==> src/rtl/mux4_rr_arbiter.sv <==
// Round-robin arbiter sharing a 4:1 word mux between four requesters.
// Select and grant are registered; out_data is the combinational mux output.

module mux4_1 (
  input  logic [1:0] s,
  input  logic       a,
  input  logic       b,
  input  logic       c,
  input  logic       d,
  output logic       y
);

  always_comb begin
    unique case (s)
      2'd0:    y = a;
      2'd1:    y = b;
      2'd2:    y = c;
      default: y = d;
    endcase
  end

endmodule

module mux4_rr_arbiter #(
  parameter int WIDTH    = 32,
  parameter int MAX_HOLD = 4
) (
  input  logic             clk,
  input  logic             rst,
  input  logic [3:0]       req,
  input  logic [3:0]       lock,
  input  logic [WIDTH-1:0] d0,
  input  logic [WIDTH-1:0] d1,
  input  logic [WIDTH-1:0] d2,
  input  logic [WIDTH-1:0] d3,
  input  logic             out_ready,
  output logic             out_valid,
  output logic [WIDTH-1:0] out_data,
  output logic [1:0]       sel,
  output logic [3:0]       grant,
  output logic [3:0]       ack
);

  typedef enum logic {IDLE, BUSY} state_t;

  state_t     state, state_nx;
  logic [3:0] grant_nx;
  logic [1:0] sel_nx;
  logic [1:0] last, last_nx;
  logic [3:0] hold_cnt, hold_nx;
  logic       transfer;
  logic       keep_lock;
  logic [2:0] win_idle, win_xfer;

  // Returns {found, index}; the search starts just after 'from', so 'from' itself ranks last.
  function automatic logic [2:0] pick(input logic [3:0] r, input logic [1:0] from);
    logic       found;
    logic [1:0] idx;
    logic [1:0] cand;
    found = 1'b0;
    idx   = from;
    for (int i = 1; i <= 4; i++) begin
      cand = from + 2'(i);
      if (!found && r[cand]) begin
        found = 1'b1;
        idx   = cand;
      end
    end
    return {found, idx};
  endfunction

  assign out_valid = (state == BUSY);
  assign transfer  = out_valid && out_ready;
  assign ack       = (rst && transfer) ? grant : 4'b0000;
  assign keep_lock = lock[sel] && req[sel] && (hold_cnt < 4'(MAX_HOLD));
  assign win_idle  = pick(req, last);
  assign win_xfer  = pick(req, sel);

  // NOTE: every output of this block gets a default first, so no path can infer a latch.
  always_comb begin
    state_nx = state;
    grant_nx = grant;
    sel_nx   = sel;
    last_nx  = last;
    hold_nx  = hold_cnt;
    if (state == IDLE) begin
      if (win_idle[2]) begin
        state_nx = BUSY;
        sel_nx   = win_idle[1:0];
        grant_nx = 4'b0001 << win_idle[1:0];
        hold_nx  = 4'd1;
      end
    end else if (transfer) begin
      last_nx = sel;
      if (keep_lock) begin
        hold_nx = hold_cnt + 4'd1;
      end else if (((req & ~grant) != 4'b0000) || (lock[sel] && req[sel])) begin
        // Back-to-back handover; an exhausted lone locker wins its own slot again.
        sel_nx   = win_xfer[1:0];
        grant_nx = 4'b0001 << win_xfer[1:0];
        hold_nx  = 4'd1;
      end else begin
        state_nx = IDLE;
        grant_nx = 4'b0000;
        hold_nx  = 4'd0;
      end
    end else if (!req[sel]) begin
      state_nx = IDLE;
      grant_nx = 4'b0000;
      hold_nx  = 4'd0;
    end
  end

  // NOTE: state updates use non-blocking assignments; reset is sampled on the clock edge only.
  always_ff @(posedge clk) begin
    if (!rst) begin
      state    <= IDLE;
      grant    <= 4'b0000;
      sel      <= 2'd0;
      last     <= 2'd3;
      hold_cnt <= 4'd0;
    end else begin
      state    <= state_nx;
      grant    <= grant_nx;
      sel      <= sel_nx;
      last     <= last_nx;
      hold_cnt <= hold_nx;
    end
  end

  for (genvar b = 0; b < WIDTH; b++) begin : g_mux
    mux4_1 u_mux (
      .s(sel),
      .a(d0[b]),
      .b(d1[b]),
      .c(d2[b]),
      .d(d3[b]),
      .y(out_data[b])
    );
  end

endmodule

==> config.mk <==
export PLATFORM = sky130hd
export DESIGN_NAME = mux4_rr_arbiter
export DESIGN_NICKNAME = d
export VERILOG_FILES = /design/src/rtl/mux4_rr_arbiter.sv
export SDC_FILE = /design/constraint.sdc
export NUM_CORES = 1
export LEC_CHECK = 0
export ABC_AREA = 1
export BUFFER_PORTS_ARGS = -buffer_cell sky130_fd_sc_hd__buf_2
export CAP_MARGIN = 10
export CELL_PAD_IN_SITES_DETAIL_PLACEMENT = 0
export CELL_PAD_IN_SITES_GLOBAL_PLACEMENT = 1
export CORE_ASPECT_RATIO = 0.7
export CORE_UTILIZATION = 25
export CTS_CLUSTER_DIAMETER = 200
export CTS_CLUSTER_SIZE = 16
export DETAILED_ROUTE_END_ITERATION = 8
export PLACE_DENSITY = 0.93
export SLEW_MARGIN = 20
export SYNTH_ARGS = -nofsm -noshare
export SYNTH_HDL_FRONTEND = slang
export SYNTH_SLANG_ARGS = --single-unit
==> constraint.sdc <==
create_clock -name clk -period 2.05 [get_ports clk]
set_input_delay 0.3075 -clock clk [delete_from_list [all_inputs] [get_ports clk]]
set_output_delay 0.3075 -clock clk [all_outputs]
set_load 0.03 [all_outputs]
==> impl_metrics.toml <==
[clock_tree]
holdBufCountCts = 0
cts.sinks = 13
clockBufferDepth = 2
cts.clk_slew.worst_paths_ns = 0.05
clk_latency_ns = 0.24
numCtsBuffers = 3
cts_tree = "built"
cts_root_buffer = "clkbuf_16"
cts_max_level = 1

[worst_setup_path]
setup.worst_path.end_class = "primary output"
slowest_stage = "dfxtp_4"
critPathKind = "reg -> out"
crit_fanout = 15
required_ns = 1.74
critical-path-max-stage-delay_ns = 0.38
reg2reg_from = "sel[0]$_SDFFE_PN0P_"
worstSetupStartpoint = "sel[0]$_SDFFE_PN0P_"
arrival_ns = 1.69
cp-start-kind = "register"
crit_chain = "inv_2, ha_4, buf_12, a22o_1, a21oi_2, o21ai_1, buf_4"

[final_layout]
layout_commonest_cell = "buf_2"
final_cell_mix = "buf_2, nand2_1, a22o_1"
drive_above_1_share_pct = 43.88
area_growth_pct = 48.04
fin_nets = 692
insertedDiodeCount = 0
nFillCells = 956

[synthesis]
ys_warn_count = 0
yosys_register_bits = 13
avgSynthCellArea_um2 = 5.743
synthTopCellsByArea = "nand2_1, a22o_1, dfxtp_1, buf_4, a21oi_1"
yosysSeqAreaShare_pct = 11.33
synth_area_um2 = 2297
ys_types = 23
synth_top_cell_area_share_pct = 18.46
yosysTopAreaCell = "nand2_1"
synth_nets = 544
syn_inst = 400

[pwr]
irDropWorstVdd_v = 0.0004001
p_total_mw = 4.205
p_seq_share_pct = 9.2
leakagePower_nw = 1.800
combPwrFrac_pct = 82.2
power_density_nw_per_um2 = 1237
p_int_mw = 1.820
clockPowerShare_pct = 8.6
p_sw_mw = 2.385
sw_frac_of_total_pct = 56.72

[timing]
finalClockSkew_ns = 0.004793
finalSetupViolCount = 0
timing.slew.headroom_pct = 80.31
rsz0062_at_grt = "true"
period_share_pct = 97.37
final_max_slew_viol_count = 0
fmax_ghz = 0.5010
final.setup.tns_ns = 0
finalHoldViolations = 0
worstMarginPinSlew_ns = 0.2923
fin_crit_ns = 1.996

[worst_hold_path]
min_from = "rst"
hold_class = "in -> reg"

[routing]
via_per_inst = 4.838
vias = 3227
drt.antenna.violating_nets = 0
first_pass_iters = 4
totalWireLength_um = 9642
drc = 0
routedWlPerCell_um = 14.46
drt_iter0_drc = 163

[grt]
grt_pass1_vias = 2619
grt_max_degree = 65
grt_usage_pct = 16.53
overflow = 0
grt_pass1_wl_um = 12540
grt_antenna_before_repair = 0

[placed_design]
hpwl_um = 7536
port_buffers = 181
gp_congestion = 0.8622

[floorplanning]
num_rows = 28
die_area_um2 = 9582
die-width_um = 116.6
io-pin-count = 182
core-area_um2 = 8688
start_util_pct = 26.44
die_height_um = 82.20

[run]
maxCapViolations = 0

[run_status]
status = "finished, final reports clean"
-- worst paths after layout --
path              slack (ns)                        to  depth (start not counted)
hold / removal          0.37      last[0]$_SDFFE_PN1P_                          2
setup / recovery        0.05               out_data[7]                          7
setup reg to reg        0.17     grant[1]$_SDFFE_PN0P_                         12
hold reg to reg         0.44  hold_cnt[3]$_SDFFE_PN0P_                          2
-- stage by stage --
stage / utilization (%) / hold WS, ns / instances / instance area, µm² / worst slack (ns)
5_1_grt: 39.14 / 0.3844 / 667 / 3401 / -0.007011
3_5_place_dp: 36.19 / 0.4285 / 660 / 3144 / 0.1126
6_report: 39.14 / 0.3665 / 667 / 3401 / 0.05396
3_3_place_gp: 36.19 / 0.4246 / 660 / 3144 / 0.1698
2_1_floorplan: - / 0.4148 / 400 / 2298 / 0.02221
4_1_cts: 37.41 / 0.3701 / 664 / 3251 / 0.0009388
-- timing repair --
| action | CTS | global route |
|---|---|---|
| setup buffers | 0 | 1 |
| pin swaps | 0 | 1 |
| resized for setup | 9 | 30 |
| gates cloned | 0 | 2 |
| endpoints found under the setup margin | 19 | 35 |
-- Yosys cell counts --
cell type and number:
nand2_1 113, ha_1 5, nor2_2 2, buf_6 4, o22ai_1 3, nand2_2 13
inv_1 24, o21ai_1 2, nand3_1 23, a22o_1 32, buf_4 32, a21oi_1 39
dfxtp_1 13, clkbuf_1 16, a31oi_1 1, o211ai_1 2, nand3_2 4, o221ai_1 1
nor2_4 1, inv_2 7, o21ai_0 36, nand4_1 5, nor2_1 22
-- area by class of cell --
| class | count | area [µm²] | share of cell area [%] |
|---|---|---|---|
| well taps | 120 | 150.1 | 4.415 |
| clock buffers | 4 | 78.83 | 2.318 |
| inverters | 31 | 118.9 | 3.495 |
| flip-flops and latches | 13 | 267.8 | 7.873 |
| multi-input cells | 304 | 1645 | 48.38 |
| repair buffers | 195 | 1140 | 33.52 |
-- per-layer routing --
metal / track usage, % / vias up / part of all wire, %
li1: - / 1618 / -
met1: 20.38 / 1465 / 43
met2: 32.31 / 138 / 50
met3: 1.679 / 6 / 7.3
met4: 1.139 / 0 / 0.22
met5: 0 / - / 0
-- power groups by stage --
stage | clock network, mW | registers [mW] | logic [mW]
after CTS | 0.370 | 0.374 | 3.21
after global placement | 0 | 0.372 | 3.11
after detailed placement | 0 | 0.375 | 3.16
after floorplan | 0 | 0.442 | 2.56
after global routing | 0.380 | 0.394 | 3.75
final | 0.363 | 0.385 | 3.46
-- logic make-up (layout without fill, tap and decap cells) --
group,Yosys count,in the layout,synth area share [%]
buf+inv,83,230,20.10
simple gates,183,183,34.75
flops,13,13,11.33
fa+ha+maj,5,5,2.723
compound gates,116,116,31.10
-- sequential cells by signal (all words and copies together), names as in the netlist --
register	cells
hold_cnt	4
grant	4
out_valid	1
sel	2
last	2
-- worst max-delay path, delay by kind of cell, from the launching register on --
family                     cells  cell delay, ns
DFF                            1            0.38
adders and majority gates      1            0.19
buffers and inverters          3            0.40
AOI/OAI and AO/OA              3            0.48
No activity file was read; power rests on OpenSTA's default activity.
